### src/rtl/uart_tx_pkg.sv
// Shared types for the UART transmitter: FSM states, frame-format encodings
// and data-length limits. UART_TX_BREAK_EN adds the BREAK state and its phases.
package uart_tx_pkg;

  localparam int unsigned DefDataLen = 8;
  localparam int unsigned MinDataLen = 5;
  localparam int unsigned MaxDataLen = 9;

`ifdef UART_TX_BREAK_EN
  typedef enum logic [2:0] {StIdle, StStart, StData, StParity, StStop, StBreak} state_e;
  // Break sequence: one frame of low bits, low stop time, hold, then mark for T.
  typedef enum logic [1:0] {BrkBits, BrkStop, BrkHold, BrkMark} brk_phase_e;
`else
  typedef enum logic [2:0] {StIdle, StStart, StData, StParity, StStop} state_e;
`endif

  typedef enum logic [2:0] {
    ParNone  = 3'd0,
    ParOdd   = 3'd1,
    ParEven  = 3'd2,
    ParMark  = 3'd3,
    ParSpace = 3'd4
  } parity_e;

  typedef enum logic [1:0] {
    Stop1  = 2'd0,
    Stop15 = 2'd1,
    Stop2  = 2'd2
  } stop_e;

  // Out-of-range lengths fall back to 8 data bits.
  function automatic logic [3:0] eff_data_len(input logic [3:0] len, input int unsigned data_max);
    logic [3:0] res;
    res = 4'(DefDataLen);
    if (32'(len) >= MinDataLen && 32'(len) <= data_max) res = len;
    return res;
  endfunction

  function automatic parity_e decode_parity(input logic [2:0] mode);
    parity_e res;
    case (mode)
      3'd1:    res = ParOdd;
      3'd2:    res = ParEven;
      3'd3:    res = ParMark;
      3'd4:    res = ParSpace;
      default: res = ParNone;
    endcase
    return res;
  endfunction

  function automatic stop_e decode_stop(input logic [1:0] sel);
    stop_e res;
    case (sel)
      2'd0:    res = Stop1;
      2'd1:    res = Stop15;
      default: res = Stop2;
    endcase
    return res;
  endfunction

endpackage

### src/rtl/uart_tx_engine_if.sv
// Character write port of the UART transmitter (valid/ready).
interface uart_tx_engine_if #(
  parameter int unsigned DATA_MAX = 9
);
  logic [DATA_MAX-1:0] wr_data;
  logic                wr_valid;
  logic                wr_ready;

  modport master (output wr_data, output wr_valid, input wr_ready);
  modport slave  (input wr_data, input wr_valid, output wr_ready);
endinterface

### src/rtl/uart_tx_fifo.sv
// Synchronous FIFO with registered level; flush wins over push and pop.
module uart_tx_fifo #(
  parameter int unsigned Width = 9,
  parameter int unsigned Depth = 16
) (
  input  logic                     clk,
  input  logic                     rstn,
  input  logic                     push,
  input  logic [Width-1:0]         wdata,
  input  logic                     pop,
  input  logic                     flush,
  output logic [Width-1:0]         rdata,
  output logic [$clog2(Depth):0]   level,
  output logic                     full,
  output logic                     empty
);
  localparam int unsigned AddrW  = $clog2(Depth);
  localparam int unsigned LevelW = AddrW + 1;

  logic [Width-1:0]  mem_q [Depth];
  logic [AddrW-1:0]  wptr_q, rptr_q;
  logic [LevelW-1:0] level_q;
  logic              do_push, do_pop;

  assign full    = (level_q == LevelW'(Depth));
  assign empty   = (level_q == '0);
  assign level   = level_q;
  assign rdata   = mem_q[rptr_q];
  // Full blocks a write even if an entry leaves in the same cycle.
  assign do_push = push & ~full & ~flush;
  assign do_pop  = pop & ~empty & ~flush;

  // Pointer and level bookkeeping.
  always_ff @(posedge clk or negedge rstn) begin
    if (!rstn) begin
      wptr_q  <= '0;
      rptr_q  <= '0;
      level_q <= '0;
    end else if (flush) begin
      wptr_q  <= '0;
      rptr_q  <= '0;
      level_q <= '0;
    end else begin
      if (do_push) wptr_q <= wptr_q + AddrW'(1);
      if (do_pop)  rptr_q <= rptr_q + AddrW'(1);
      case ({do_push, do_pop})
        2'b10:   level_q <= level_q + LevelW'(1);
        2'b01:   level_q <= level_q - LevelW'(1);
        default: level_q <= level_q;
      endcase
    end
  end

  // Storage array; contents are don't-care until written.
  always_ff @(posedge clk) begin
    if (do_push) mem_q[wptr_q] <= wdata;
  end

endmodule

### src/rtl/uart_tx_engine.sv
// UART transmitter: FIFO-fed, runtime frame format, back-to-back frames.
// Optional UART_TX_BREAK_EN adds break_i and a BREAK state.
module uart_tx_engine
  import uart_tx_pkg::*;
#(
  parameter int unsigned DIV_SIZE   = 16,
  parameter int unsigned DATA_MAX   = 9,
  parameter int unsigned FIFO_DEPTH = 16
) (
  input  logic                          clk_i,
  input  logic                          rstn_i,
  input  logic                          en_i,
  input  logic                          flush_i,
  input  logic [DIV_SIZE-1:0]           baud_div_i,
  input  logic [3:0]                    data_len_i,
  input  logic [2:0]                    parity_mode_i,
  input  logic [1:0]                    stop_bits_i,
`ifdef UART_TX_BREAK_EN
  input  logic                          break_i,
`endif
  uart_tx_engine_if.slave               wr,
  output logic [$clog2(FIFO_DEPTH):0]   fifo_level_o,
  output logic                          fifo_empty_o,
  output logic                          tx_o,
  output logic                          busy_o,
  output logic                          tx_done_o
);
  // Wide enough to count a 2T stop period without wrapping.
  localparam int unsigned CntW = DIV_SIZE + 2;

  state_e              state_q, state_d;
  logic [CntW-1:0]     cnt_q, cnt_d;
  logic [3:0]          bit_idx_q, bit_idx_d;
  logic [DATA_MAX-1:0] data_q;
  logic [3:0]          len_q;
  logic [DIV_SIZE-1:0] div_q;
  logic [CntW-1:0]     stop_last_q;
  logic                par_en_q, par_bit_q;
`ifdef UART_TX_BREAK_EN
  brk_phase_e          brk_ph_q, brk_ph_d;
  logic [3:0]          nbits_q;
`endif

  logic [DATA_MAX-1:0] fifo_rdata, masked;
  logic                fifo_full, fifo_empty;
  logic                pop, load, can_pop, launch, timing, phase_end;
  logic [CntW-1:0]     limit, t_full, stop_cycles, stop_last;
  logic [3:0]          len_eff;
  parity_e             par_mode;
  stop_e               stop_mode;
  logic                par_en, par_bit;
  logic [15:0]         data_ext;

  uart_tx_fifo #(
    .Width (DATA_MAX),
    .Depth (FIFO_DEPTH)
  ) u_fifo (
    .clk   (clk_i),
    .rstn  (rstn_i),
    .push  (wr.wr_valid),
    .wdata (wr.wr_data),
    .pop   (pop),
    .flush (flush_i),
    .rdata (fifo_rdata),
    .level (fifo_level_o),
    .full  (fifo_full),
    .empty (fifo_empty)
  );

  assign wr.wr_ready  = ~fifo_full;
  assign fifo_empty_o = fifo_empty;
  assign can_pop      = en_i & ~fifo_empty & ~flush_i;

  // Frame parameters derived from live config, captured only at load.
  always_comb begin
    len_eff   = eff_data_len(data_len_i, DATA_MAX);
    par_mode  = decode_parity(parity_mode_i);
    stop_mode = decode_stop(stop_bits_i);
    for (int i = 0; i < DATA_MAX; i++) begin
      masked[i] = fifo_rdata[i] & (i < int'(len_eff));
    end
    par_en  = (par_mode != ParNone);
    par_bit = 1'b0;
    unique case (par_mode)
      ParOdd:  par_bit = ~(^masked);
      ParEven: par_bit = ^masked;
      ParMark: par_bit = 1'b1;
      default: par_bit = 1'b0;
    endcase
    t_full      = CntW'(baud_div_i) + CntW'(1);
    stop_cycles = t_full;
    unique case (stop_mode)
      Stop15:  stop_cycles = t_full + (t_full >> 1);
      Stop2:   stop_cycles = t_full << 1;
      default: stop_cycles = t_full;
    endcase
    stop_last = stop_cycles - CntW'(1);
  end

  // Bit timer end-of-phase detection.
  always_comb begin
    limit  = (state_q == StStop) ? stop_last_q : CntW'(div_q);
    timing = (state_q != StIdle);
`ifdef UART_TX_BREAK_EN
    if (state_q == StBreak && brk_ph_q == BrkStop) limit = stop_last_q;
    if (state_q == StBreak && brk_ph_q == BrkHold) timing = 1'b0;
`endif
    phase_end = timing & (cnt_q == limit);
  end

  // Next-state logic, pop decision and bit-timer next value.
  always_comb begin
    state_d   = state_q;
    bit_idx_d = bit_idx_q;
    pop       = 1'b0;
    load      = 1'b0;
    launch    = (state_q == StIdle) | ((state_q == StStop) & phase_end);
`ifdef UART_TX_BREAK_EN
    brk_ph_d  = brk_ph_q;
`endif
    unique case (state_q)
      StStart: begin
        if (phase_end) begin
          state_d   = StData;
          bit_idx_d = '0;
        end
      end
      StData: begin
        if (phase_end) begin
          if (bit_idx_q == len_q - 4'd1) state_d = par_en_q ? StParity : StStop;
          else                           bit_idx_d = bit_idx_q + 4'd1;
        end
      end
      StParity: begin
        if (phase_end) state_d = StStop;
      end
`ifdef UART_TX_BREAK_EN
      StBreak: begin
        unique case (brk_ph_q)
          BrkBits: begin
            if (phase_end) begin
              if (bit_idx_q == nbits_q - 4'd1) brk_ph_d = BrkStop;
              else                             bit_idx_d = bit_idx_q + 4'd1;
            end
          end
          BrkStop: if (phase_end) brk_ph_d = BrkHold;
          BrkHold: if (!break_i) brk_ph_d = BrkMark;
          default: if (phase_end) state_d = StIdle;
        endcase
      end
`endif
      default: ;
    endcase
    // Idle and the last stop cycle share one launch decision.
    if (launch) begin
      state_d = StIdle;
      if (can_pop) begin
        state_d = StStart;
        pop     = 1'b1;
        load    = 1'b1;
      end
`ifdef UART_TX_BREAK_EN
      if (break_i) begin
        state_d   = StBreak;
        pop       = 1'b0;
        load      = 1'b1;
        brk_ph_d  = BrkBits;
        bit_idx_d = '0;
      end
`endif
    end
    // Counter restarts on every phase boundary and never free-runs in idle.
    if (!timing || phase_end || state_d != state_q) cnt_d = '0;
    else                                             cnt_d = cnt_q + CntW'(1);
  end

  // FSM state and bit timer registers.
  always_ff @(posedge clk_i or negedge rstn_i) begin
    if (!rstn_i) begin
      state_q   <= StIdle;
      cnt_q     <= '0;
      bit_idx_q <= '0;
`ifdef UART_TX_BREAK_EN
      brk_ph_q  <= BrkBits;
`endif
    end else begin
      state_q   <= state_d;
      cnt_q     <= cnt_d;
      bit_idx_q <= bit_idx_d;
`ifdef UART_TX_BREAK_EN
      brk_ph_q  <= brk_ph_d;
`endif
    end
  end

  // Per-frame character and format snapshot.
  always_ff @(posedge clk_i or negedge rstn_i) begin
    if (!rstn_i) begin
      data_q      <= '0;
      len_q       <= 4'(DefDataLen);
      div_q       <= '0;
      stop_last_q <= '0;
      par_en_q    <= 1'b0;
      par_bit_q   <= 1'b0;
`ifdef UART_TX_BREAK_EN
      nbits_q     <= '0;
`endif
    end else if (load) begin
      data_q      <= fifo_rdata;
      len_q       <= len_eff;
      div_q       <= baud_div_i;
      stop_last_q <= stop_last;
      par_en_q    <= par_en;
      par_bit_q   <= par_bit;
`ifdef UART_TX_BREAK_EN
      nbits_q     <= 4'd1 + len_eff + 4'(par_en);
`endif
    end
  end

  // Line level and status outputs decoded from the current state.
  always_comb begin
    data_ext  = 16'(data_q);
    tx_o      = 1'b1;
    busy_o    = (state_q != StIdle);
    tx_done_o = 1'b0;
    unique case (state_q)
      StStart:  tx_o = 1'b0;
      StData:   tx_o = data_ext[bit_idx_q];
      StParity: tx_o = par_bit_q;
      StStop: begin
        tx_o      = 1'b1;
        tx_done_o = phase_end;
      end
`ifdef UART_TX_BREAK_EN
      StBreak:  tx_o = (brk_ph_q == BrkMark);
`endif
      default:  tx_o = 1'b1;
    endcase
  end

endmodule
### src/flat_wrapper.sv
// flat-port wrapper written by rule: the top's interface ports become plain ports
module uart_tx_engine_flat import uart_tx_pkg::*;
#(
  parameter int unsigned DIV_SIZE   = 16,
  parameter int unsigned DATA_MAX   = 9,
  parameter int unsigned FIFO_DEPTH = 16
)
  (clk_i, rstn_i, en_i, flush_i, baud_div_i, data_len_i, parity_mode_i, stop_bits_i, fifo_level_o, fifo_empty_o, tx_o, busy_o, tx_done_o, wr_wr_data, wr_wr_valid, wr_wr_ready);
  uart_tx_engine_if #(.DATA_MAX(DATA_MAX)) wr_i ();
  input  logic clk_i;
  input  logic rstn_i;
  input  logic en_i;
  input  logic flush_i;
  input  logic [DIV_SIZE-1:0] baud_div_i;
  input  logic [3:0] data_len_i;
  input  logic [2:0] parity_mode_i;
  input  logic [1:0] stop_bits_i;
  output logic [$clog2(FIFO_DEPTH):0] fifo_level_o;
  output logic fifo_empty_o;
  output logic tx_o;
  output logic busy_o;
  output logic tx_done_o;
  input wire logic [$bits(wr_i.wr_data)-1:0] wr_wr_data;
  input wire logic [$bits(wr_i.wr_valid)-1:0] wr_wr_valid;
  output wire logic [$bits(wr_i.wr_ready)-1:0] wr_wr_ready;
  assign wr_i.wr_data = wr_wr_data;
  assign wr_i.wr_valid = wr_wr_valid;
  assign wr_wr_ready = wr_i.wr_ready;
  uart_tx_engine #(.DIV_SIZE(DIV_SIZE), .DATA_MAX(DATA_MAX), .FIFO_DEPTH(FIFO_DEPTH)) u_core (.clk_i(clk_i), .rstn_i(rstn_i), .en_i(en_i), .flush_i(flush_i), .baud_div_i(baud_div_i), .data_len_i(data_len_i), .parity_mode_i(parity_mode_i), .stop_bits_i(stop_bits_i), .wr(wr_i), .fifo_level_o(fifo_level_o), .fifo_empty_o(fifo_empty_o), .tx_o(tx_o), .busy_o(busy_o), .tx_done_o(tx_done_o));
endmodule
### config.mk
export PLATFORM = sky130hd
export DESIGN_NAME = uart_tx_engine_flat
export DESIGN_NICKNAME = d
export VERILOG_FILES = /design/src/rtl/uart_tx_pkg.sv /design/src/rtl/uart_tx_engine_if.sv /design/src/rtl/uart_tx_fifo.sv /design/src/rtl/uart_tx_engine.sv /design/src/flat_wrapper.sv
export SDC_FILE = /design/constraint.sdc
export NUM_CORES = 1
export LEC_CHECK = 0
export ABC_AREA = 1
export CAP_MARGIN = 40
export CORE_AREA = 5 5 196 198
export CTS_CLUSTER_SIZE = 12
export DETAILED_ROUTE_END_ITERATION = 8
export DIE_AREA = 0 0 201 203
export GPL_TIMING_DRIVEN = 1
export PLACE_DENSITY = 0.47
export SLEW_MARGIN = 20
export SYNTH_ARGS = -nofsm -noshare
export SYNTH_HDL_FRONTEND = slang
export SYNTH_SLANG_ARGS = --single-unit
### constraint.sdc
create_clock -name clk_i -period 6.6 [get_ports clk_i]
set_clock_uncertainty 0.1 [all_clocks]
set_input_delay 1.65 -clock clk_i [delete_from_list [all_inputs] [get_ports clk_i]]
set_output_delay 1.65 -clock clk_i [all_outputs]
set_load 0.02 [all_outputs]
* Word-level counts from Yosys, hierarchy flattened
Memories as Yosys holds them, arrays and structs flattened.
Cells that the tools add are included.
** Storage, ports and cells
- Input bits :: 39
- Memories kept :: 1
- Output and inout bits :: 10
- Bits in writable memories :: 144
- Register bits :: 87
- Logic and storage cells :: 128
** Cells by class
- Magnitude comparators :: 12
- Bitwise gates (word level) :: 22
- Add/subtract/negate cells :: 10
- Equal/unequal tests :: 23
- Multiplexer cells :: 33
- Reduce and logical (&&, ||, !) cells :: 15
** Memory list
- u_core.u_fifo.mem_q :: depth 16, bits a word 9, read ports 1, clocked after Yosys merged registers in 0, wr ports 1, RTL line uart_tx_fifo.sv:20 : logic [Width-1:0] mem_q [Depth];
** Operator list (number)
- 18-bit two-way mux :: 2
- 18-bit case mux with 2 select lines :: 1
- 4-bit two-way mux :: 8
- 18-bit by 1-bit adder with 18-bit output, second input constant :: 1
- 18-bit by 17-bit adder with 18-bit output :: 1
- 18-bit == test :: 1
- 3-bit by 2-bit == test with 1-bit output, second input constant :: 6
- 3-bit two-way mux :: 6
- 18-bit by 1-bit subtractor with 18-bit output, second input constant :: 1
- 16-bit by 1-bit adder with 17-bit output, second input constant :: 1
- 1-bit AND :: 17
- 3-bit by 4-bit < comparator with 1-bit output, first input constant :: 4
- 4-bit by 1-bit adder with 4-bit output, second input constant :: 3
- 3-bit case mux with 4 select lines :: 1
- 5-bit case mux with 2 select lines :: 1
- 3-bit by 1-bit == test with 1-bit output, second input constant :: 3
- 3-bit case mux with 3 select lines :: 1
- 3-bit nonzero test :: 3
- 9-bit XOR reduction :: 1
- 1-bit by 4-bit < comparator with 1-bit output, first input constant :: 2
- 2-bit by 4-bit < comparator with 1-bit output, first input constant :: 2
- 4-bit case mux with 2 select lines :: 1
- 1-bit two-way mux :: 7
- 2-bit by 1-bit == test with 1-bit output, second input constant :: 3
- other kinds (28) :: 38

* Longest topological paths before layout
Gate-level depths: netlist (run 1).
- Depth in word-level cells :: 12
- Gate-level depth with buffers :: 25
- Depth with buffers taken out :: 25

* Modules after synthesis
A second synthesis (run 1) with hierarchy kept.
** Second synthesis, totals
- Cells, all modules :: 1443
- Area total of the unflattened synthesis :: 12573.3 um^2
** By module, submodules not included
- uart_tx_fifo :: instances 1, area an instance 6560.0 um^2, seq. area each 4649.5 um^2, cells each 547
- uart_tx_engine :: instances 1, area an instance 6013.3 um^2, seq. area each 1853.0 um^2, cells each 896

* Worst setup path after synthesis (run 1)
No wires, ideal clock.
- Path kind :: in2reg
- Start point :: input baud_div_i[0]
- End point :: register u_core.stop_last_q[17]
- Path slack :: 2.065 ns
- Path buffers :: 0
- Arrival :: 4.317 ns
- Library setup time :: 0.117 ns
- Data required time :: 6.383 ns
- Stages :: 21
- Path through :: ha_1 > nand2_2 > nor2_2 > nand4_1 > nor2_1 > nand4_1 > nor2_1 > xor2_1 > ha_1 > a21oi_1 > o21bai_1 > a221oi_1 > nand3_1 > nand2_1 > nor2_1 > nor2_1 > nand2_1 > nor2_1 > nand3_1 > nand3_1 > nand2_1
** Between the ends
- Cells in the longest elaborated chain, start to end :: 4
** Ends and longest elaborated chain
- start: declaration :: RTL line flat_wrapper.sv:14 : input logic [DIV_SIZE-1:0] baud_div_i;
- 16-bit by 1-bit adder with 17-bit output * :: RTL line uart_tx_engine.sv:90 : t_full = CntW'(baud_div_i) + CntW'(1);
- 18-bit by 17-bit adder with 18-bit output :: RTL line uart_tx_engine.sv:93 : Stop15: stop_cycles = t_full + (t_full >> 1);
- 18-bit case mux with 2 select lines * :: RTL line uart_tx_engine.sv:92 : unique case (stop_mode)
- 18-bit by 1-bit subtractor with 18-bit output * :: RTL line uart_tx_engine.sv:97 : stop_last = stop_cycles - CntW'(1);
- end signal: assignment :: RTL line uart_tx_engine.sv:212 : stop_last_q <= stop_last;
- end: declaration :: RTL line uart_tx_engine.sv:37 : logic [CntW-1:0] stop_last_q;
Mark *: on every way between the ends. The rest lies on a longest branch, timed or not.
A chain may end at the register's enable or synchronous reset.

* Worst setup path in the final report (run 1)
- Start point :: register u_core.state_q[0]
- End point :: output tx_done_o
** Between the ends
- Cells in the longest elaborated chain, start to end :: 5
- Elaborated cells between the ends (all ways) :: 6
- Classes of those cells :: eq/ne (2); mux (2); bitwise (1); reduce/logical (1)
** Ends and longest elaborated chain
- start: declaration :: RTL line uart_tx_engine.sv:31 : state_e state_q, state_d;
- start signal: assignment :: RTL line uart_tx_engine.sv:180 : state_q <= StIdle;
- start signal: assignment :: RTL line uart_tx_engine.sv:187 : state_q <= state_d;
- 3-bit == test :: RTL line uart_tx_engine.sv:102, uart_tx_engine.sv:227
- 18-bit two-way mux :: RTL line uart_tx_engine.sv:102 : limit = (state_q == StStop) ? stop_last_q : CntW'(div_q);
- 18-bit == test :: RTL line uart_tx_engine.sv:108 : phase_end = timing & (cnt_q == limit);
- 1-bit AND :: RTL line uart_tx_engine.sv:108
- 1-bit two-way mux * :: RTL line uart_tx_engine.sv:227 : unique case (state_q)
- end: declaration :: RTL line flat_wrapper.sv:22 : output logic tx_done_o;
Marks and branches as above.

==> results of run 1 <==
## cells by family after synthesis
kind of cell	count (synthesis)	synth area share
and+or+nand+nor	669	0.227
AOI/OAI and AO/OA	251	0.115
DFF	231	0.518
buffers and inverters	225	0.0724
xor gates and xnor gates	45	0.0314
adders and majority gates	32	0.0331
muxes	3	0.00239
## area by class of cell
cell class	instances	area, µm²
fillers	3644	21800
flip-flops and latches	231	6500
multi-input cells	1000	5140
clock buffers	31	712
repair buffers	73	707
inverters	180	676
well taps	468	586
clock inverters	19	194
## per-layer routing
metal | up-vias | part of all wire | track usage
met1 | 4680 | 0.50 | 0.235
met4 | 0 | 0.017 | 0.0295
met3 | 33 | 0.032 | 0.0243
met5 | - | 0 | 0
li1 | 4994 | - | -
met2 | 124 | 0.45 | 0.257
## worst register-to-register path, stage by stage, from the launching register on
cell,delay (ns)
sky130_fd_sc_hd__dfrtp_1,0.44
sky130_fd_sc_hd__nor2_2,0.17
sky130_fd_sc_hd__nand2_4,0.21
sky130_fd_sc_hd__inv_2,0.28
sky130_fd_sc_hd__o21ai_0,0.14
sky130_fd_sc_hd__xor2_1,0.15
sky130_fd_sc_hd__nor3_1,0.46
sky130_fd_sc_hd__and2_1,0.25
sky130_fd_sc_hd__nand2_2,0.13
sky130_fd_sc_hd__o21ai_4,0.30
sky130_fd_sc_hd__nand3_2,0.17
sky130_fd_sc_hd__fa_1,0.42
sky130_fd_sc_hd__o21ai_0,0.22
sky130_fd_sc_hd__xor2_1,0.20
sky130_fd_sc_hd__nand4_1,0.11
sky130_fd_sc_hd__nand2_1,0.09
sky130_fd_sc_hd__o21ai_1,0.07
## power by group through the flow
| stage | Combinational (mW) | Sequential, mW | Clock [mW] |
|---|---|---|---|
| final | 0.289 | 1.56 | 1.50 |
| after global routing | 0.333 | 1.56 | 1.62 |
| after CTS | 0.291 | 1.55 | 1.55 |
| after detailed placement | 0.290 | 1.58 | 0 |
| after global placement | 0.289 | 1.58 | 0 |
| after floorplan | 0.174 | 1.59 | 0 |
## synthesized netlist by cell type (6+ instances only)
| library cell | instances | share of area |
|---|---|---|
| sky130_fd_sc_hd__clkbuf_1 | 18 | 0.0054 |
| sky130_fd_sc_hd__xnor2_1 | 11 | 0.0077 |
| sky130_fd_sc_hd__buf_2 | 14 | 0.0056 |
| sky130_fd_sc_hd__o21ai_0 | 84 | 0.034 |
| sky130_fd_sc_hd__nand3_1 | 85 | 0.034 |
| sky130_fd_sc_hd__nor2_2 | 6 | 0.0030 |
| sky130_fd_sc_hd__a31oi_1 | 11 | 0.0055 |
| sky130_fd_sc_hd__inv_1 | 174 | 0.052 |
| sky130_fd_sc_hd__nor2_1 | 179 | 0.054 |
| sky130_fd_sc_hd__a21oi_1 | 49 | 0.020 |
| sky130_fd_sc_hd__xor2_1 | 34 | 0.024 |
| sky130_fd_sc_hd__edfxtp_1 | 144 | 0.34 |
| sky130_fd_sc_hd__nor3_1 | 32 | 0.013 |
| sky130_fd_sc_hd__o211ai_1 | 19 | 0.011 |
| sky130_fd_sc_hd__dfrtp_1 | 86 | 0.17 |
| sky130_fd_sc_hd__o2111ai_1 | 13 | 0.0091 |
| sky130_fd_sc_hd__nand2_1 | 319 | 0.095 |
| sky130_fd_sc_hd__o21ai_1 | 42 | 0.017 |
| sky130_fd_sc_hd__nand4_1 | 12 | 0.0060 |
| sky130_fd_sc_hd__nor3b_1 | 6 | 0.0036 |
| sky130_fd_sc_hd__o22ai_1 | 17 | 0.0085 |
| sky130_fd_sc_hd__ha_1 | 30 | 0.030 |
## final timing paths
path                                   startpoint                 endpoint  slack (ns)  depth (start not counted)
worst max-delay path            u_core.state_q[0]                tx_done_o        1.35                         10
worst min-delay path              u_core.cnt_q[0]          u_core.cnt_q[0]        0.36                          1
worst max register to register  u_core.state_q[0]   u_core.u_fifo.level[4]        2.64                         16
worst min register to register    u_core.cnt_q[0]          u_core.cnt_q[0]        0.36                          1
max in group asynchronous                  rstn_i  u_core.u_fifo.rptr_q[2]        4.56                          3
min in group asynchronous                  rstn_i   u_core.stop_last_q[14]        0.95                          1
## per-stage QoR
step,utilization,worst slack (ns),total power [mW]
after floorplan,-,2.07,1.76
after global placement,0.372,1.00,1.87
after detailed placement,0.374,0.946,1.87
after CTS,0.399,1.33,3.40
after global routing,0.399,0.971,3.50
final,0.399,1.35,3.35
## sequential cells by signal (all words and copies together) (netlist names), 4 cells and up
register and flops:
u_core.u_fifo.level 5, u_core.u_fifo.mem_q 144, u_core.u_fifo.rptr_q 4, u_core.cnt_q 18
u_core.len_q 4, u_core.div_q 16, u_core.stop_last_q 18, u_core.data_q 9
u_core.bit_idx_q 4, u_core.u_fifo.wptr_q 4
==> reports/results.ini, run 1 <==
[synthesis]
ys_dominant_reg_cell=sky130_fd_sc_hd__edfxtp_1
ys_seq_elements=231
netlist-cell-type-count=53
asyncSetResetFlopFracSynth=0.377
synth.yosys.seq_area_share=0.518
synthesis.area_per_instance_um2=8.62
yosysWarnings=0
postSynthNetCount=1527
synthesis.instances=1456
synthesis.area_um2=12500
synth-edff-count=144

[flow_run]
drv.max_cap_violation_count=0

[routing]
avgRoutedWirePerCell_um=16.3
detailroute.via_count=9831
drc_errors=0
first_iter_violations=479
detail_route.wirelength_um=32500
number_of_routed_nets_with_antenna_violations=0
via_per_inst=4.91
first_pass_iters=5

[clock_tree]
cts_tree=done
cts_inserted_buffers=28
ctsRootBufferMaster=sky130_fd_sc_hd__clkbuf_16
max-clock-path-buffers=3
cts.repair_timing.setup_buffer_count=0
postCtsHoldBufs=0
worst_setup_hold_path_clk_slew_ns=0.06
cts_sinks=231
cts_repair_resize_count=0
insertion_delay_ns=0.57
htreeDepth=1

[layout]
layout-drive-gt1-share=0.0645
layout-area-overhead-vs-synth_pct=15.7
final_common_cell=sky130_fd_sc_hd__nand2_1
final_cell_count_no_fill=2002
mostFrequentLayoutCells=sky130_fd_sc_hd__nand2_1 (319), sky130_fd_sc_hd__nor2_1 (179), sky130_fd_sc_hd__inv_1 (174)
nets=1585
antennaDiodeCount=0
finish.instance_area_um2=14500

[power_and_ir_drop]
power.share.combinational=0.086
internal_cell_power_mw=2.54
max-vdd-ir-drop_mv=0.214
pwr-share-seq=0.465
power_density_over_cell_area_nw_per_um2=231
p_leak_nw=6.02
clkPwrFrac=0.449
power.switching_fraction=0.240
power.switching_mw=0.805

[floorplan]
dieArea_um2=40800
rows=70
floorplan.initialDensity=0.345
fp.dieH_um=203
fp.dieW_um=201
design.core.area_um2=36300
floorplan.io_pins=49

[worst_setup_path]
worstSetupStartpointType=flip-flop
worstPathCellList=nor2_2 > nand2_4 > inv_2 > o21ai_0 > xor2_1 > nor3_1 > and2_1 > nand2_2 > nor2_1 > clkdlybuf4s50_1
crit_type=flip-flop to output port
cp_data_required_time_ns=4.85
setup.worst_path.end_class=output port
critPathMaxStageDelay_ns=0.61
cp.buffers_inverters=2
worst-endpoint-arrival_ns=3.50
critPathSlowestCell=sky130_fd_sc_hd__clkdlybuf4s50_1
worstPathMaxFanout=27
crit_family=simple AND/OR/NAND/NOR gates

[grt]
grt_overflow_total=0
first_global_vias=9648
wire_length_of_the_first_global_routing_pass_um=53200
grt_start_max_net_pins=66
track_usage=0.161
grt_antenna_before_repair=0

[place]
hpwl_um=22500
numPlacedInstances=1951
finalWeightedCongestion=0.848
placement.cell_area_um2=13600
port_buffers=48

[timing]
hold_viol=0
relSlewSlack=0.417
rsz0062_at_grt=false
setup-violations-final=0
whs_ns=0.358
timing.final.crit_share=0.795
finalMaxSlewViolations=0
timing_worst_slew_pin_value_ns=0.863
fmaxAchievable_mhz=191
finalCriticalPeriod_ns=5.25
totalNegativeSetupSlack_ns=0

[outcome]
run_status=finished, final reports clean

[min_path]
min-delay-path-class=flip-flop to flip-flop

(Power assumes the default switching activity.)
==> run 2, diff against run 1 <==
--- a/config.mk
+++ b/config.mk
@@ -12,7 +12,7 @@
 export DETAILED_ROUTE_END_ITERATION = 8
 export DIE_AREA = 0 0 201 203
 export GPL_TIMING_DRIVEN = 1
-export PLACE_DENSITY = 0.47
+export PLACE_DENSITY = 0.49
 export SLEW_MARGIN = 20
 export SYNTH_ARGS = -nofsm -noshare
 export SYNTH_HDL_FRONTEND = slang
==> constraint.sdc (replaced) <==
create_clock -name clk_i -period 4.33 [get_ports clk_i]
set_clock_uncertainty 0.1 [all_clocks]
set_input_delay 1.0825 -clock clk_i [delete_from_list [all_inputs] [get_ports clk_i]]
set_output_delay 1.0825 -clock clk_i [all_outputs]
set_load 0.02 [all_outputs]
==> reports/results.ini, run 2 (synthesis gave the netlist of run 1 again) <==
[timing]
finalMaxSlewViolations=0  ; unchanged
setup_slack_ns=0.241  ; -1.11 ns
timing.final.crit_share=0.944
whs_ns=0.359  ; +0.00159 ns
fmaxAchievable_mhz=245
timing_worst_slew_pin_value_ns=0.721  ; -0.142 ns
totalNegativeSetupSlack_ns=0  ; unchanged
setup-violations-final=0  ; unchanged
hold_viol=0  ; unchanged
finalCriticalPeriod_ns=4.09
relSlewSlack=0.517  ; +0.0992

[floorplan]
dieArea_um2=40800  ; unchanged
design.core.area_um2=36300  ; unchanged
floorplan.initialDensity=0.345  ; unchanged
fp.dieW_um=201  ; unchanged
floorplan.io_pins=49  ; unchanged
rows=70  ; unchanged
fp.dieH_um=203  ; unchanged

[layout]
mostFrequentLayoutCells=sky130_fd_sc_hd__nand2_1 (317), sky130_fd_sc_hd__inv_1 (171), sky130_fd_sc_hd__nor2_1 (169)
regs_by_ff_count=u_core.u_fifo.mem_q: 144 flops, u_core.cnt_q: 18 flops, u_core.stop_last_q: 18 flops
antennaDiodeCount=0  ; unchanged
largest_register_ffs=144  ; unchanged
layout-drive-gt1-share=0.165  ; +0.100
postLayoutCoreUtil=0.432  ; +0.0326
final_common_cell=sky130_fd_sc_hd__nand2_1
layout-area-overhead-vs-synth_pct=25.1
nets=1716  ; +8.3%
regMostFlops=u_core.u_fifo.mem_q

[worst_setup_path]
critical_path.startpoint=baud_div_i[0]
worst-endpoint-arrival_ns=4.43  ; +0.93 ns
worstSetupStartpointType=input pin
setup.worst_path.end_class=flip-flop
crit_type=input pin to flip-flop
rr_worst_depth=19  ; +3
cp_data_required_time_ns=4.67  ; -0.18 ns
worstPathMaxFanout=4  ; -85%
regToRegStartpoint=u_core.state_q[0]

[clock_tree]
ctsRootBufferMaster=sky130_fd_sc_hd__clkbuf_16
cts_sinks=231  ; unchanged
cts_inserted_buffers=26  ; -7.1%
htreeDepth=1  ; unchanged
max-clock-path-buffers=3  ; unchanged
postCtsHoldBufs=0  ; unchanged
cts_tree=done
worst_setup_hold_path_clk_slew_ns=0.06  ; about the same
insertion_delay_ns=0.56  ; about the same

[outcome]
run_status=finished, final reports clean

[min_path]
min_path_cells=1  ; unchanged
hold_path.startpoint=u_core.cnt_q[0]
min-delay-path-class=flip-flop to flip-flop

[power_and_ir_drop]
power.total_mw=5.13  ; +53%
max-vdd-ir-drop_mv=0.273  ; +27%
power_density_over_cell_area_nw_per_um2=327  ; +42%
p_leak_nw=6.65  ; +11%

[place]
hpwl_um=23500  ; +4.5%
port_buffers=48  ; unchanged
dp_slack_ns=-0.421  ; -1.37 ns
finalWeightedCongestion=0.877  ; +3.5%

[grt]
grt_overflow_total=0  ; unchanged
first_global_vias=9834  ; +1.9%
wire_length_of_the_first_global_routing_pass_um=53600  ; +0.80%
grt_antenna_before_repair=0  ; unchanged
grt_start_max_net_pins=74  ; +12%
track_usage=0.163  ; +0.00201

[routing]
first_iter_violations=691  ; +44%
detailroute.via_count=10400  ; +5.3%
via_per_inst=4.85  ; -1.1%
drc_errors=0  ; unchanged
detail_route.wirelength_um=33600  ; +3.3%
number_of_routed_nets_with_antenna_violations=0  ; unchanged
first_pass_iters=4  ; -1
avgRoutedWirePerCell_um=15.8  ; -3.0%

[flow_run]
drv.max_cap_violation_count=0  ; unchanged

run 2: cell types whose count changed in the layout (fill, tap and decap cells not counted), moves of 5 or more:
cell | previous run | this run
sky130_fd_sc_hd__a21oi_1 | 49 | 43
sky130_fd_sc_hd__a21oi_2 | 1 | 7
sky130_fd_sc_hd__buf_4 | 22 | 156
sky130_fd_sc_hd__clkbuf_8 | 0 | 5
sky130_fd_sc_hd__clkinv_1 | 9 | 4
sky130_fd_sc_hd__ha_1 | 30 | 23
sky130_fd_sc_hd__ha_4 | 0 | 6
sky130_fd_sc_hd__nor2_1 | 179 | 169
sky130_fd_sc_hd__nor2_2 | 6 | 11
sky130_fd_sc_hd__nor2_4 | 2 | 7
sky130_fd_sc_hd__xor2_1 | 34 | 29
sky130_fd_sc_hd__xor2_2 | 0 | 5
run 2: final cells by class:
class	count	area, µm²
Clock inverter	10	101
Clock buffer	38	746
Tap cell	468	586
Timing Repair Buffer	206	1700
Multi-Input combinational cell	1000	5390
Sequential cell	231	6500
Inverter	180	678
Fill cell	3645	20600
run 2: layer usage:
metal | share of wire | vias up | global-route usage
met5 | 0 | - | 0
met4 | 0.017 | 0 | 0.0302
met3 | 0.038 | 39 | 0.0227
met2 | 0.44 | 152 | 0.257
met1 | 0.50 | 4909 | 0.241
li1 | - | 5254 | -
run 2: path summary, 6_finish.rpt:
path | endpoint | slack [ns]
worst max-delay path | u_core.stop_last_q[16] | 0.24
worst min-delay path | u_core.cnt_q[0] | 0.36
worst max register to register | u_core.u_fifo.level[4] | 0.59
worst min register to register | u_core.cnt_q[0] | 0.36
max in group asynchronous | u_core.len_q[3] | 2.83
min in group asynchronous | u_core.div_q[15] | 0.46
run 2: timing repair:
| item | 4_1_cts | 5_1_grt |
|---|---|---|
| gates cloned | 0 | 0 |
| gates resized for setup | 2 | 53 |
| setup buffers | 0 | 4 |
| setup endpoints to repair | 1 | 9 |
| pin swaps | 1 | 17 |
run 2: worst max-delay path, stage by stage:
cell                              delay (ns)
sky130_fd_sc_hd__clkdlybuf4s50_1        0.49
sky130_fd_sc_hd__ha_2                   0.19
sky130_fd_sc_hd__nand2_2                0.07
sky130_fd_sc_hd__nor2_4                 0.10
sky130_fd_sc_hd__nand4_1                0.16
sky130_fd_sc_hd__nor2_2                 0.17
sky130_fd_sc_hd__nand4_1                0.10
sky130_fd_sc_hd__nor2_2                 0.19
sky130_fd_sc_hd__xor2_2                 0.30
sky130_fd_sc_hd__ha_4                   0.27
sky130_fd_sc_hd__buf_4                  0.14
sky130_fd_sc_hd__nand3_1                0.09
sky130_fd_sc_hd__o21ai_0                0.09
sky130_fd_sc_hd__a31oi_1                0.22
sky130_fd_sc_hd__nand3_1                0.13
sky130_fd_sc_hd__nand3_1                0.10
sky130_fd_sc_hd__nand2_1                0.08
sky130_fd_sc_hd__nor2_1                 0.11
sky130_fd_sc_hd__nand2_1                0.07
sky130_fd_sc_hd__nor2_1                 0.10
sky130_fd_sc_hd__nand2_1                0.05
sky130_fd_sc_hd__nand3_1                0.07
sky130_fd_sc_hd__nand2_1                0.05
run 2: where the power goes:
| part | total [mW] | internal [mW] | switching, mW |
|---|---|---|---|
| Clock | 2.16 | 1.26 | 0.906 |
| Sequential | 2.37 | 2.36 | 0.00822 |
| Combinational | 0.597 | 0.263 | 0.334 |
run 2: metrics by stage:
| step | std cells | instance area (µm²) |
|---|---|---|
| 3_5_place_dp | 2081 | 14600 |
| 4_1_cts | 2129 | 15400 |
| 3_3_place_gp | 2081 | 14600 |
| 5_1_grt | 2133 | 15700 |
| 6_report | 2133 | 15700 |
| 2_1_floorplan | 1456 | 12500 |
==> run 3, diff against run 2 <==
--- a/config.mk
+++ b/config.mk
@@ -7,13 +7,14 @@
 export LEC_CHECK = 0
 export ABC_AREA = 1
 export CAP_MARGIN = 40
-export CORE_AREA = 5 5 196 198
+export CORE_AREA = 5 5 233 167
 export CTS_CLUSTER_SIZE = 12
 export DETAILED_ROUTE_END_ITERATION = 8
-export DIE_AREA = 0 0 201 203
-export GPL_TIMING_DRIVEN = 1
+export DIE_AREA = 0 0 238 172
+export GPL_TIMING_DRIVEN = 0
 export PLACE_DENSITY = 0.49
 export SLEW_MARGIN = 20
 export SYNTH_ARGS = -nofsm -noshare
 export SYNTH_HDL_FRONTEND = slang
+export SYNTH_HIERARCHICAL = 1
 export SYNTH_SLANG_ARGS = --single-unit
==> reports/results.ini, run 3 <==
[worst_setup_path]
cp.buffers_inverters=4  ; +2
crit_path_frequent_cell=sky130_fd_sc_hd__nand2_1
critPathSlowestCell=sky130_fd_sc_hd__dlygate4sd2_1
crit_family=simple AND/OR/NAND/NOR gates
critPathMaxStageDelay_ns=0.49  ; about the same
setup.worst_path.end_class=flip-flop
crit_type=input pin to flip-flop
worstPathCellList=dlygate4sd2_1 > nand2_1 > inv_1 > nand4_1 > nor3_2 > xor2_1 > inv_2 > ha_4 > inv_1 > nor3_4 > nor3b_2 > nand2_1 > nand3_1 > nand3_1 > nand2_2 > nand2_1 > nor2_1 > nand3_1 > nand2_1 > nand3_1 > nand2_1
worstPathMaxFanout=6  ; +2
worstSetupStartpointType=input pin
worst-endpoint-arrival_ns=4.50  ; +0.07 ns
cp_data_required_time_ns=4.68  ; about the same

[timing]
whs_ns=0.289  ; -0.0700 ns
totalNegativeSetupSlack_ns=0  ; unchanged
fmaxAchievable_mhz=241  ; -1.5%
finalCriticalPeriod_ns=4.15  ; +0.0614 ns
timing_worst_slew_pin_value_ns=0.815  ; +0.0941 ns
timing.final.crit_share=0.959  ; +0.0142
finalMaxSlewViolations=0  ; unchanged
setup-violations-final=0  ; unchanged
relSlewSlack=0.455  ; -0.0615
hold_viol=0  ; unchanged

[clock_tree]
cts_sinks=231  ; unchanged
cts_tree=done
htreeDepth=1  ; unchanged
ctsRootBufferMaster=sky130_fd_sc_hd__clkbuf_16
cts_inserted_buffers=24  ; -7.7%
postCtsHoldBufs=0  ; unchanged
max-clock-path-buffers=3  ; unchanged
insertion_delay_ns=0.53  ; -0.03 ns
worst_setup_hold_path_clk_slew_ns=0.07  ; about the same

[routing]
first_iter_violations=900  ; +30%
route.met2.wl_um=14300  ; -3.8%
met1_length_um=20900  ; +24%
via_per_inst=5.06  ; +4.2%
top_layer_used=met4
first_pass_iters=5  ; +1
detailroute.via_count=10400  ; +0.68%
detailroute.wirelength.met3_um=2560  ; +100%
avgRoutedWirePerCell_um=18.6  ; +18%
number_of_routed_nets_with_antenna_violations=0  ; unchanged
drc_errors=0  ; unchanged
detail_route.wirelength_um=38200  ; +14%

[flow_run]
drv.max_cap_violation_count=0  ; unchanged

[floorplan]
floorplan.io_pins=49  ; unchanged
floorplan.initialDensity=0.344  ; -0.00111
fp.dieH_um=172  ; -15%
rows=59  ; -16%
design.core.area_um2=36500  ; +0.53%
dieArea_um2=40900  ; +0.33%
fp.dieW_um=238  ; +18%

[power_and_ir_drop]
p_leak_nw=6.27  ; -5.7%
max-vdd-ir-drop_mv=0.238  ; -13%
power_density_over_cell_area_nw_per_um2=430  ; +31%

[synthesis]
yosysWarnings=6  ; +6
post-synth-top-area-fraction=0.344  ; -0.000720
synthesis.area_per_instance_um2=8.71  ; +1.1%
ys_seq_elements=231  ; unchanged
asyncSetResetFlopFracSynth=0.377  ; unchanged
synthesis.area_um2=12600  ; +0.21%
synthMostInstantiatedCell=sky130_fd_sc_hd__nand2_1
synth_common_cells=sky130_fd_sc_hd__nand2_1 (328), sky130_fd_sc_hd__inv_1 (154), sky130_fd_sc_hd__nor2_1 (153), sky130_fd_sc_hd__edfxtp_1 (144), sky130_fd_sc_hd__o21ai_0 (109)
postSynthNetCount=1515  ; -0.79%
yosysTopAreaCell=sky130_fd_sc_hd__edfxtp_1
netlist-cell-type-count=54  ; +1.9%
ys_dominant_reg_cell=sky130_fd_sc_hd__edfxtp_1
synthesis.instances=1443  ; -0.89%
synth.yosys.seq_area_share=0.517  ; -0.00108
yosys-top-cells-area=sky130_fd_sc_hd__edfxtp_1 (34%), sky130_fd_sc_hd__dfrtp_1 (17%), sky130_fd_sc_hd__nand2_1 (9.8%)
synth-edff-count=144  ; unchanged

[outcome]
run_status=finished, final reports clean

[layout]
final_cell_count_no_fill=2060  ; -3.4%
regMostFlops=u_core/u_fifo/mem_q
mostFrequentLayoutCells=sky130_fd_sc_hd__nand2_1 (322), sky130_fd_sc_hd__inv_1 (151), sky130_fd_sc_hd__nor2_1 (145)
antennaDiodeCount=0  ; unchanged
regs_by_ff_count=u_core/u_fifo/mem_q: 144 flops, u_core/cnt_q: 18 flops, u_core/stop_last_q: 18 flops
filler_cell_count=3652  ; +0.19%
nets=1627  ; -5.2%
layout-area-overhead-vs-synth_pct=20.5
final_common_cell=sky130_fd_sc_hd__nand2_1
layout-drive-gt1-share=0.130  ; -0.0348
finish.instance_area_um2=15100  ; -3.5%
largest_register_ffs=144  ; unchanged

[grt]
grt_start_max_net_pins=70  ; -5.4%
wire_length_of_the_first_global_routing_pass_um=57200  ; +6.8%
track_usage=0.181  ; +0.0187
first_global_vias=9395  ; -4.5%
grt_antenna_before_repair=0  ; unchanged
grt_overflow_total=0  ; unchanged

[place]
port_buffers=46  ; -4.2%
finalWeightedCongestion=0.830  ; -5.4%
numPlacedInstances=1988  ; -4.5%
placement.cell_area_um2=13800  ; -5.4%
hpwl_um=28300  ; +21%

[min_path]
min-delay-path-class=input pin to async pin

[run 3: changes by cell type after synthesis, moves of 6 or more]
cell | previous run | this run
sky130_fd_sc_hd__o21ai_0 | 84 | 109
sky130_fd_sc_hd__inv_1 | 174 | 154
sky130_fd_sc_hd__nand2_1 | 319 | 328
sky130_fd_sc_hd__o21ai_1 | 42 | 32
sky130_fd_sc_hd__nand4_1 | 12 | 25
sky130_fd_sc_hd__o211ai_1 | 19 | 12
sky130_fd_sc_hd__o22ai_1 | 17 | 11
sky130_fd_sc_hd__nor2_1 | 179 | 153
sky130_fd_sc_hd__buf_2 | 14 | 20
sky130_fd_sc_hd__o2111ai_1 | 13 | 3
sky130_fd_sc_hd__nand3_1 | 85 | 98
[run 3: worst paths after layout]
check | to | from | cells after the start | slack [ns]
min | u_core/div_q[2] | rstn_i | 1 | 0.29
min in group clk_i | u_core/cnt_q[0] | u_core/cnt_q[0] | 1 | 0.37
max in group asynchronous | u_core/len_q[3] | rstn_i | 2 | 3.18
min reg2reg | u_core/cnt_q[0] | u_core/cnt_q[0] | 1 | 0.37
max reg2reg | u_core/u_fifo/level[4] | u_core/state_q[1] | 28 | 0.31
max | u_core/stop_last_q[17] | baud_div_i[9] | 21 | 0.18
[run 3: layout make-up]
class | instances | area [µm²] | share of cell area
Buffer | 46 | 282 | 0.0186
Timing Repair Buffer | 87 | 828 | 0.0547
Clock buffer | 38 | 684 | 0.0452
Sequential cell | 231 | 6500 | 0.429
Inverter | 158 | 594 | 0.0392
Clock inverter | 5 | 50.0 | 0.00330
Tap cell | 488 | 611 | 0.0403
Multi-Input combinational cell | 1007 | 5600 | 0.369
[run 3: worst register-to-register path: cells and delay by family (launching register included)]
kind | cells | cell delay, ns
XOR/XNOR | 1 | 0.14
buffers and inverters | 4 | 0.41
AND/OR/NAND/NOR | 20 | 2.22
flip-flops | 1 | 0.42
adder cells (fa/ha/maj) | 1 | 0.37
AO/OA/AOI/OAI | 2 | 0.26
[run 3: logic make-up (layout without fill, tap and decap cells)]
logic type               count (synthesis)  count (layout)  synth area share
flip-flops                             231             231             0.517
multiplexers                             1               1          0.000796
XOR/XNOR                                51              51            0.0355
AND/OR/NAND/NOR                        673             673             0.233
buffers and inverters                  205             334            0.0699
adder cells (fa/ha/maj)                 33              33            0.0334
AO/OA/AOI/OAI                          249             249             0.110
[run 3: repair_timing]
item                                    in CTS  in global routing
buffers inserted                             3                 20
resized for setup                           20                 67
endpoints found under the setup margin      11                 11
pin swaps                                    5                 17
gates cloned                                 0                  1
[run 3: metal layers]
layer,vias to the layer above,global-route usage
li1,5081,-
met1,5017,0.314
met2,292,0.233
met3,34,0.0308
met4,0,0.0259
met5,-,0
[run 3: stage by stage]
step	setup WS, ns	util	power, mW
2_1_floorplan	0.449	-	3.92
3_3_place_gp	-1.40	0.373	4.42
3_5_place_dp	-1.11	0.377	4.45
4_1_cts	0.0000369	0.400	6.48
5_1_grt	-0.0185	0.415	6.89
6_report	0.180	0.415	6.51
[run 3: power breakdown]
group          switching (mW)  internal [mW]  total, mW
Sequential              0.147           2.60       2.75
Clock                   0.837           1.14       1.98
Combinational            1.12          0.660       1.78
Total                    2.10           4.41       6.51
